File: src/rtl/tdm_pkg.sv
// Shared constants and slot-counter command encoding for the TDM receive path.
package tdm_pkg;
  localparam int N_SLOTS   = 8;
  localparam int SEL_W     = $clog2(N_SLOTS);
  localparam int LAST_SLOT = N_SLOTS - 1;

  typedef enum logic [2:0] {
    CTR_HOLD   = 3'd0,
    CTR_LOAD1  = 3'd1,
    CTR_INC    = 3'd2,
    CTR_WRAP   = 3'd3,
    CTR_UNLOCK = 3'd4
  } ctr_op_e;
endpackage

File: src/rtl/tdm_slot_ctr.sv
// Slot index counter with lock flag; one command per cycle from the framing logic.
module tdm_slot_ctr #(
  parameter int SEL_W = tdm_pkg::SEL_W
) (
  input  logic             clk,
  input  logic             rst,
  input  tdm_pkg::ctr_op_e op,
  output logic [SEL_W-1:0] slot_sel,
  output logic             locked
);
  import tdm_pkg::*;

  logic [SEL_W-1:0] slot_sel_q, slot_sel_d;
  logic             locked_q, locked_d;

  always_comb begin
    slot_sel_d = slot_sel_q;
    locked_d   = locked_q;
    unique case (op)
      CTR_LOAD1: begin
        slot_sel_d = SEL_W'(1);
        locked_d   = 1'b1;
      end
      CTR_INC:    slot_sel_d = slot_sel_q + SEL_W'(1);
      CTR_WRAP:   slot_sel_d = '0;
      CTR_UNLOCK: locked_d   = 1'b0;
      default: ;
    endcase
  end

  always_ff @(posedge clk) begin
    if (rst) begin
      slot_sel_q <= '0;
      locked_q   <= 1'b0;
    end else begin
      slot_sel_q <= slot_sel_d;
      locked_q   <= locked_d;
    end
  end

  assign slot_sel = slot_sel_q;
  assign locked   = locked_q;
endmodule

File: src/rtl/tdm_demux1x8.sv
// TDM receive demux: collects one sample per slot into shadow lanes and publishes
// the whole frame at once on y one cycle after the last slot; flags framing errors.
module tdm_demux1x8 #(
  parameter int DATA_W  = 1,
  parameter int N_SLOTS = tdm_pkg::N_SLOTS,
  parameter int SEL_W   = $clog2(N_SLOTS)
) (
  input  logic                      clk,
  input  logic                      rst,
  input  logic [DATA_W-1:0]         din,
  input  logic                      din_valid,
  input  logic                      frame_sync,
  output logic [N_SLOTS*DATA_W-1:0] y,
  output logic                      frame_valid,
  output logic [SEL_W-1:0]          slot_sel,
  output logic                      locked,
  output logic                      sync_err
);
  import tdm_pkg::*;

  localparam int LAST_IDX = N_SLOTS - 1;

  logic [DATA_W-1:0]         shadow_q [N_SLOTS];
  logic [DATA_W-1:0]         shadow_d [N_SLOTS];
  logic [N_SLOTS*DATA_W-1:0] y_q, y_d;
  logic                      frame_valid_q, frame_valid_d;
  logic                      sync_err_q, sync_err_d;
  ctr_op_e                   ctr_op;

  tdm_slot_ctr #(.SEL_W(SEL_W)) u_ctr (
    .clk      (clk),
    .rst      (rst),
    .op       (ctr_op),
    .slot_sel (slot_sel),
    .locked   (locked)
  );

  always_comb begin
    ctr_op        = CTR_HOLD;
    shadow_d      = shadow_q;
    y_d           = y_q;
    frame_valid_d = 1'b0;
    sync_err_d    = 1'b0;
    if (din_valid) begin
      if (frame_sync) begin
        // Early sync restarts the frame; stale shadow lanes get overwritten before publish.
        ctr_op      = CTR_LOAD1;
        shadow_d[0] = din;
        sync_err_d  = locked && (slot_sel != '0);
      end else if (!locked) begin
        ctr_op = CTR_HOLD;
      end else if (slot_sel == '0) begin
        ctr_op     = CTR_UNLOCK;
        sync_err_d = 1'b1;
      end else if (slot_sel == SEL_W'(LAST_IDX)) begin
        ctr_op = CTR_WRAP;
        for (int k = 0; k < LAST_IDX; k++) begin
          y_d[k*DATA_W +: DATA_W] = shadow_q[k];
        end
        y_d[LAST_IDX*DATA_W +: DATA_W] = din;
        frame_valid_d = 1'b1;
      end else begin
        ctr_op             = CTR_INC;
        shadow_d[slot_sel] = din;
      end
    end
  end

  always_ff @(posedge clk) begin
    if (rst) begin
      y_q           <= '0;
      frame_valid_q <= 1'b0;
      sync_err_q    <= 1'b0;
      for (int k = 0; k < N_SLOTS; k++) begin
        shadow_q[k] <= '0;
      end
    end else begin
      y_q           <= y_d;
      frame_valid_q <= frame_valid_d;
      sync_err_q    <= sync_err_d;
      shadow_q      <= shadow_d;
    end
  end

  assign y           = y_q;
  assign frame_valid = frame_valid_q;
  assign sync_err    = sync_err_q;
endmodule
File: config.mk
export PLATFORM = sky130hd
export DESIGN_NAME = tdm_demux1x8
export DESIGN_NICKNAME = d
export VERILOG_FILES = /design/src/rtl/tdm_pkg.sv /design/src/rtl/tdm_slot_ctr.sv /design/src/rtl/tdm_demux1x8.sv
export SDC_FILE = /design/constraint.sdc
export NUM_CORES = 1
export LEC_CHECK = 0
export CORE_MARGIN = 1.5
export CORE_UTILIZATION = 50
export CTS_BUF_LIST = sky130_fd_sc_hd__clkbuf_4
export DETAILED_ROUTE_END_ITERATION = 7
export PLACE_DENSITY = 0.8
export SYNTH_ARGS = -nofsm -noshare
export SYNTH_HDL_FRONTEND = slang
export SYNTH_SLANG_ARGS = --single-unit
File: constraint.sdc
create_clock -name clk -period 1.95 [get_ports clk]
set_input_delay 0.39 -clock clk [delete_from_list [all_inputs] [get_ports clk]]
set_output_delay 0.39 -clock clk [all_outputs]
set_load 0.005 [all_outputs]
== After elaboration in Yosys (flattened, before gate mapping) ==
Index checks and enable logic that the tools add are counted.

* Register bits: 22
* Bits in latches: 0
* Memory bits (writable): 0
* Bits in read-only memories: 0
* Input port bits: 5
* Output and inout bits: 14
* Memories kept: 0

* Add/subtract/negate cells: 1
* Multipliers: 0
* Div/mod/pow operators: 0
* Magnitude comparators: 2
* Eq/ne operators: 7
* Shift-type cells: 0
* Muxes and demuxes: 18
* Bitwise operators: 6
* Reductions and logical operators: 12

{| class="wikitable"
|+ Operator list
! operator !! number
|-
| two-way mux 8 bit || 3
|-
| two-way mux 3 bit || 4
|-
| AND reduction 5 bit || 2
|-
| case mux 3 bit (3 select lines) || 1
|-
| bitwise mux 8 bit || 1
|-
| two-way mux 1 bit || 7
|-
| == test 3 x 2 -> 1 bit, second input constant || 2
|-
| == test 3 bit, second input constant || 2
|-
| nonzero test 3 bit || 2
|-
| NOT 1 bit || 5
|-
| OR reduction 5 bit || 1
|-
| >= comparator 4 bit, second input constant || 1
|-
| less-than comparator 4 x 1 -> 1 bit, second input constant || 1
|-
| inequality test 2 bit, second input constant || 2
|-
| NOT 3 -> 4 bit || 1
|-
| AND reduction 4 bit || 1
|-
| nonzero test 2 bit || 2
|-
| adder 3 x 1 -> 3 bit, second input constant || 1
|-
| demux 1 bit (select 3 bit) || 1
|-
| == test 3 x 1 -> 1 bit, second input constant || 1
|-
| zero test 3 bit || 1
|-
| logical AND 1 bit || 2
|-
| case mux 1 bit (2 select lines) || 1
|-
| OR reduction 2 bit || 1
|}

== Logic depth before layout (Yosys ltp) ==
* Depth after elaboration: 10
* Gate-level depth with buffers: 8

== Cells and area by module ==
From an unflattened synthesis, not the netlist that was laid out.

* Cell total of the unflattened synthesis: 99
* Area total of the unflattened synthesis: 970.9 um2

{| class="wikitable"
|+ By module, submodules not included
! module !! instances !! cells each !! area an instance (um2)
|-
| tdm_demux1x8 || 1 || 76 || 772.0
|-
| tdm_slot_ctr || 1 || 23 || 198.9
|}

== Worst setup path before layout ==
Ideal clock, no wire load.

* Kind: register to register
* Start: reg u_ctr.slot_sel_q[0], in the netlist u_ctr.slot_sel[0]
* End: reg shadow_q[7] in the netlist's numbering
* Arrival time: 1.507 ns
* Required time: 1.829 ns
* Setup slack: 0.322 ns
* Cell stages (with the launch flop): 6
* Path through: dfxtp_1 > ha_1 > ha_1 > nor3_1 > a21boi_0 > mux2_2

* Cells in the longest elaborated chain, start to end: 10

{| class="wikitable"
|+ Ends and longest elaborated chain
! item !! RTL line !! text
|-
| from (decl) || tdm_slot_ctr.sv:13 || <nowiki>logic [SEL_W-1:0] slot_sel_q, slot_sel_d;</nowiki>
|-
| from (signal assigned) || tdm_slot_ctr.sv:36 || <nowiki>slot_sel_q <= slot_sel_d;</nowiki>
|-
| NOT 3 -> 4 bit (not written as such) || tdm_demux1x8.sv:64 || <nowiki>shadow_d[slot_sel] = din;</nowiki>
|-
| >= comparator 4 bit (not written as such) / less-than comparator 4 x 1 -> 1 bit (equally long branches) || tdm_demux1x8.sv:64 ||
|-
| logical AND 1 bit (not written as such) || tdm_demux1x8.sv:64 ||
|-
| two-way mux 1 bit (not written as such) || tdm_demux1x8.sv:64 ||
|-
| demux 1 bit (select 3 bit) || tdm_demux1x8.sv:64 ||
|-
| bitwise mux 8 bit || tdm_demux1x8.sv:64 ||
|-
| two-way mux 8 bit || tdm_demux1x8.sv:55 || <nowiki>end else if (slot_sel == SEL_W'(LAST_IDX)) begin</nowiki>
|-
| two-way mux 8 bit || tdm_demux1x8.sv:52 || <nowiki>end else if (slot_sel == '0) begin</nowiki>
|-
| two-way mux 8 bit || tdm_demux1x8.sv:50 || <nowiki>end else if (!locked) begin</nowiki>
|-
| two-way mux 1 bit || tdm_demux1x8.sv:45 || <nowiki>if (frame_sync) begin</nowiki>
|-
| to (signal assigned) || tdm_demux1x8.sv:81 || <nowiki>shadow_q <= shadow_d;</nowiki>
|-
| to (decl) || tdm_demux1x8.sv:23 || <nowiki>logic [DATA_W-1:0] shadow_q [N_SLOTS];</nowiki>
|}

Several ways; a longest one is shown, not always the timed one. The select of a mux whose other input is x is not followed.
A chain may end at the register's enable or synchronous reset.

== Worst setup path after layout ==
* Start: reg u_ctr.slot_sel_q[0], in the netlist u_ctr.slot_sel[0]
* End: reg y_q[4], in the netlist y[4]

* Cells in the longest elaborated chain, start to end: 3

{| class="wikitable"
|+ Ends and longest elaborated chain
! item !! RTL line !! text
|-
| zero test 3 bit || tdm_demux1x8.sv:52 ||
|-
| NOT 1 bit (no line) || - ||
|-
| AND reduction 5 bit (no line) (*) || - ||
|-
| to (signal assigned) || tdm_demux1x8.sv:78 || <nowiki>y_q <= y_d;</nowiki>
|-
| to (decl) || tdm_demux1x8.sv:25 || <nowiki>logic [N_SLOTS*DATA_W-1:0] y_q, y_d;</nowiki>
|}

Mark *: on every way between the ends. The rest lies on a longest branch, timed or not.

==> impl_results.html <==
<table>
<tr><th>Metric</th><th>Value</th></tr>
<tr><th colspan="2">Die</th></tr>
<tr><td>Horizontal die dimension</td><td>46.5 um</td></tr>
<tr><td>Die extent in y</td><td>46.5 um</td></tr>
<tr><td>Standard-cell row count</td><td>15</td></tr>
<tr><td>Core region area</td><td>1750 um^2</td></tr>
<tr><td>I/O pin total</td><td>19</td></tr>
<tr><td>Initial core utilization</td><td>0.542</td></tr>
<tr><td>Total Die Area</td><td>2160 um^2</td></tr>
<tr><th colspan="2">Clocking</th></tr>
<tr><td>TritonCTS clock tree</td><td>done</td></tr>
<tr><td>Clock tree sinks</td><td>21</td></tr>
<tr><td>Clock network latency to the later pin of the worst-skew pair</td><td>300 ps</td></tr>
<tr><td>Total setup buffers inserted after CTS</td><td>0</td></tr>
<tr><td>CTS Buf Count</td><td>3</td></tr>
<tr><td>Number of cells upsized or downsized after cts</td><td>0</td></tr>
<tr><td>Clk Tree Root Cell</td><td>sky130_fd_sc_hd__clkbuf_4</td></tr>
<tr><td>Post-CTS Hold Buffers</td><td>0</td></tr>
<tr><td>Clock-pin slew reported for the worst setup and hold paths after clock tree synthesis</td><td>120 ps</td></tr>
<tr><td>H-tree levels</td><td>1</td></tr>
<tr><td>Max Root-Sink Buffers</td><td>2</td></tr>
<tr><th colspan="2">Timing</th></tr>
<tr><td>Setup repair after global routing missed its margin</td><td>no</td></tr>
<tr><td>Total setup violations reported at the end of the flow</td><td>0</td></tr>
<tr><td>PnR worst setup slack</td><td>175 ps</td></tr>
<tr><td>Time the worst path needs with I/O delays and setup</td><td>1770 ps</td></tr>
<tr><td>Actual transition at the worst max-transition pin</td><td>323 ps</td></tr>
<tr><td>Hold Fails Final Rpt</td><td>0</td></tr>
<tr><td>Total Neg Setup Slack</td><td>0 ps</td></tr>
<tr><td>Max-Slew Margin vs Limit</td><td>0.783</td></tr>
<tr><td>Final count of pins violating max slew</td><td>0</td></tr>
<tr><td>Setup clock skew after layout</td><td>6.68 ps</td></tr>
<tr><td>Upper clock frequency limit</td><td>564 MHz</td></tr>
<tr><td>Post-route fraction of the period consumed by the critical path</td><td>0.910</td></tr>
<tr><th colspan="2">Finish</th></tr>
<tr><td>Post-route cell area</td><td>1190 um^2</td></tr>
<tr><td>Share of cells above drive strength 1</td><td>0.0970</td></tr>
<tr><td>Antenna cell count</td><td>0</td></tr>
<tr><td>Final-stage net count</td><td>144</td></tr>
<tr><td>Final-layout fill cell count</td><td>153</td></tr>
<tr><td>Final core occ</td><td>0.681</td></tr>
<tr><td>Area Overhead vs Synth</td><td>25.7%</td></tr>
<tr><th colspan="2">Logic synthesis</th></tr>
<tr><td>Flop and latch count out of synthesis</td><td>21</td></tr>
<tr><td>Ranking of synthesized cells by area</td><td>sky130_fd_sc_hd__dfxtp_1 44%, sky130_fd_sc_hd__nand2_1 7.5%, sky130_fd_sc_hd__a21oi_1 6.3%</td></tr>
<tr><td>Yosys top cell area share</td><td>0.444</td></tr>
<tr><td>Sequential cell area fraction in the yosys report</td><td>0.444</td></tr>
<tr><td>Cell taking the most area after synthesis</td><td>sky130_fd_sc_hd__dfxtp_1</td></tr>
<tr><td>Total of warnings raised by yosys</td><td>0</td></tr>
<tr><td>Mean instance size in the synthesized netlist</td><td>8.37 um^2</td></tr>
<tr><td>Distinct cells, synth</td><td>30</td></tr>
<tr><td>Post-synthesis cell count</td><td>113</td></tr>
<tr><td>Net Count, Synth</td><td>122</td></tr>
<tr><td>Combined area of all synthesized cells</td><td>946 um^2</td></tr>
<tr><th colspan="2">Setup path</th></tr>
<tr><td>Nature of the critical path startpoint</td><td>flop</td></tr>
<tr><td>Worst Path Required</td><td>2180 ps</td></tr>
<tr><td>Kind of capture point of the worst setup path</td><td>flop</td></tr>
<tr><td>Endpoint arrival time on the critical path</td><td>2010 ps</td></tr>
<tr><td>Setup CP Type</td><td>flop to flop</td></tr>
<tr><td>Highest fanout seen on the critical path</td><td>9</td></tr>
<tr><th colspan="2">Routing</th></tr>
<tr><td>Detailed Route WL</td><td>1810 um</td></tr>
<tr><td>Via count</td><td>842</td></tr>
<tr><td>Post-route ant nets</td><td>0</td></tr>
<tr><td>First-pass DRT Iterations</td><td>4</td></tr>
<tr><td>Highest Signal Layer</td><td>met4</td></tr>
<tr><td>WL met1</td><td>835 um</td></tr>
<tr><td>Initial DRC Count</td><td>29</td></tr>
<tr><td>Met2 wire length</td><td>848 um</td></tr>
<tr><td>DR DRC count</td><td>0</td></tr>
<tr><td>Detailed-route wire length per cell</td><td>11.4 um</td></tr>
<tr><td>Via-to-Cell Ratio</td><td>5.30</td></tr>
<tr><td>Routed length on met3</td><td>106 um</td></tr>
<tr><th colspan="2">Placement</th></tr>
<tr><td>I/O Buffers</td><td>18</td></tr>
<tr><td>Placed wire-length estimate after detailed placement</td><td>1330 um</td></tr>
<tr><td>Instance area at placement</td><td>1160 um^2</td></tr>
<tr><td>Final weighted congestion in routability-driven placement</td><td>0.861</td></tr>
<tr><td>DP Worst Slack</td><td>43.5 ps</td></tr>
<tr><th colspan="2">Worst hold path</th></tr>
<tr><td>Kind of path behind the tightest hold check</td><td>flop to flop</td></tr>
<tr><th colspan="2">GRT</th></tr>
<tr><td>GRT Overall Usage</td><td>0.194</td></tr>
<tr><td>Wire length of the first global-routing pass</td><td>2980 um</td></tr>
<tr><td>Number of global-route vias before repair</td><td>732</td></tr>
<tr><td>Antenna violations before repair</td><td>0</td></tr>
<tr><td>Pin count of the biggest net entering global routing</td><td>13</td></tr>
<tr><td>Overflow left after global routing</td><td>0</td></tr>
<tr><th colspan="2">Pwr</th></tr>
<tr><td>Part of the total power dissipated in the clock network</td><td>0.289</td></tr>
<tr><td>Sequential power share</td><td>0.620</td></tr>
<tr><td>Cell internal pwr</td><td>541 uW</td></tr>
<tr><td>Pleak</td><td>0.436 nW</td></tr>
<tr><td>Power density relative to cell area</td><td>596 nW/um^2</td></tr>
<tr><td>Max rail drop VDD</td><td>0.410 mV</td></tr>
<tr><td>Gate power share</td><td>0.090</td></tr>
<tr><td>Switching power</td><td>167 uW</td></tr>
<tr><td>Switching Fraction</td><td>0.236</td></tr>
<tr><th colspan="2">Run</th></tr>
<tr><td># Max-Cap Violations</td><td>0</td></tr>
<tr><th colspan="2">Outcome</th></tr>
<tr><td>Outcome</td><td>completed</td></tr>
</table>
==> power by group through the flow <==
stage          clock network, mW  registers, mW  logic, mW
2_1_floorplan                  0          0.446     0.0396
3_3_place_gp                   0          0.449     0.0624
3_5_place_dp                   0          0.449     0.0632
4_1_cts                    0.215          0.439     0.0639
5_1_grt                    0.233          0.441     0.0715
6_report                   0.205          0.439     0.0641
==> routing by layer <==
| metal | track usage | vias to the layer above |
|---|---|---|
| met5 | 0 | - |
| li1 | - | 427 |
| met3 | 0.0353 | 4 |
| met2 | 0.306 | 24 |
| met4 | 0.0686 | 0 |
| met1 | 0.263 | 387 |
==> metrics by stage <==
| step | instances | power, mW | hold WS (ps) |
|---|---|---|---|
| floorplan | 113 | 0.486 | 427 |
| global placement | 155 | 0.511 | 442 |
| detailed placement | 155 | 0.512 | 450 |
| CTS | 159 | 0.718 | 467 |
| global route | 159 | 0.745 | 484 |
| finish | 159 | 0.708 | 462 |
==> worst paths after layout <==
| kind | start | to | slack, ps | depth (start not counted) |
|---|---|---|---|---|
| max | u_ctr.slot_sel[0]$_SDFFE_PP0P_ | y[4]$_SDFFE_PP0P_ | 180 | 6 |
| min | y[3]$_SDFFE_PP0P_ | y[3]$_SDFFE_PP0P_ | 460 | 2 |
| max reg2reg | u_ctr.slot_sel[0]$_SDFFE_PP0P_ | y[4]$_SDFFE_PP0P_ | 180 | 6 |
| min reg2reg | y[3]$_SDFFE_PP0P_ | y[3]$_SDFFE_PP0P_ | 460 | 2 |
==> flip-flops by register name (all words and copies together), names as in the netlist <==
name	count
u_ctr.slot_sel	3
u_ctr.locked	1
shadow_q	7
sync_err	1
frame_valid	1
y	8
==> cells by family (layout without fill, tap and decap cells) <==
family                   Yosys count  after routing  synth area share
AO/OA/AOI/OAI                     23             23             0.136
flip-flops                        21             21             0.444
multiplexers                       4              4            0.0437
adder cells (fa/ha/maj)            4              4            0.0529
XOR/XNOR                           1              1           0.00926
AND/OR/NAND/NOR                   49             49             0.254
buffers and inverters             11             32            0.0595
==> cells in the final DEF (no fill, tap or decap), drive strengths merged, types with 2 or more instances in the layout <==
master / n
dfxtp: 21
nand2: 19
clkdlybuf4s50: 18
a21oi: 12
nor2: 9
buf: 6
o21ai: 5
inv: 4
nand3b: 4
ha: 4
nand2b: 3
nor3: 3
mux2i: 3
nand4: 3
clkbuf: 3
nor4: 2
a31oi: 2
==> layout make-up <==
cell class / instances / area, um^2 / share of cell area
Multi-Input combinational cell: 81 / 469 / 0.395
Sequential cell: 21 / 420 / 0.354
Timing Repair Buffer: 24 / 225 / 0.189
Tap cell: 25 / 31.3 / 0.0263
Clock buffer: 3 / 22.5 / 0.0189
Inverter: 4 / 15.0 / 0.0126
Clock inverter: 1 / 5.00 / 0.00421
==> worst max-delay path: stages, from the launching register on <==
cell and delay, ps:
sky130_fd_sc_hd__dfxtp_1 490, sky130_fd_sc_hd__inv_1 130, sky130_fd_sc_hd__ha_1 230, sky130_fd_sc_hd__nand2b_1 260
sky130_fd_sc_hd__and3_1 370, sky130_fd_sc_hd__nand2_1 90, sky130_fd_sc_hd__a21oi_1 130
==> synthesized netlist by cell type <==
cell                       instances
sky130_fd_sc_hd__a21boi_0          1
sky130_fd_sc_hd__a21oi_1          12
sky130_fd_sc_hd__a22oi_1           1
sky130_fd_sc_hd__a31o_2            1
sky130_fd_sc_hd__a31oi_1           2
sky130_fd_sc_hd__and3_1            1
sky130_fd_sc_hd__and3b_1           1
sky130_fd_sc_hd__buf_2             3
sky130_fd_sc_hd__buf_4             1
sky130_fd_sc_hd__buf_6             1
sky130_fd_sc_hd__clkbuf_1          2
sky130_fd_sc_hd__dfxtp_1          21
sky130_fd_sc_hd__ha_1              4
sky130_fd_sc_hd__inv_1             4
sky130_fd_sc_hd__mux2_2            1
sky130_fd_sc_hd__mux2i_1           3
sky130_fd_sc_hd__nand2_1          19
sky130_fd_sc_hd__nand2b_1          3
sky130_fd_sc_hd__nand3_1           1
sky130_fd_sc_hd__nand3b_1          4
sky130_fd_sc_hd__nand4_1           3
sky130_fd_sc_hd__nor2_1            9
sky130_fd_sc_hd__nor2b_1           1
sky130_fd_sc_hd__nor3_1            3
sky130_fd_sc_hd__nor3b_1           1
sky130_fd_sc_hd__nor4_1            2
sky130_fd_sc_hd__o21ai_0           5
sky130_fd_sc_hd__o31ai_1           1
sky130_fd_sc_hd__or2_2             1
sky130_fd_sc_hd__xor2_1            1
Power figures use the tool's default switching activity.
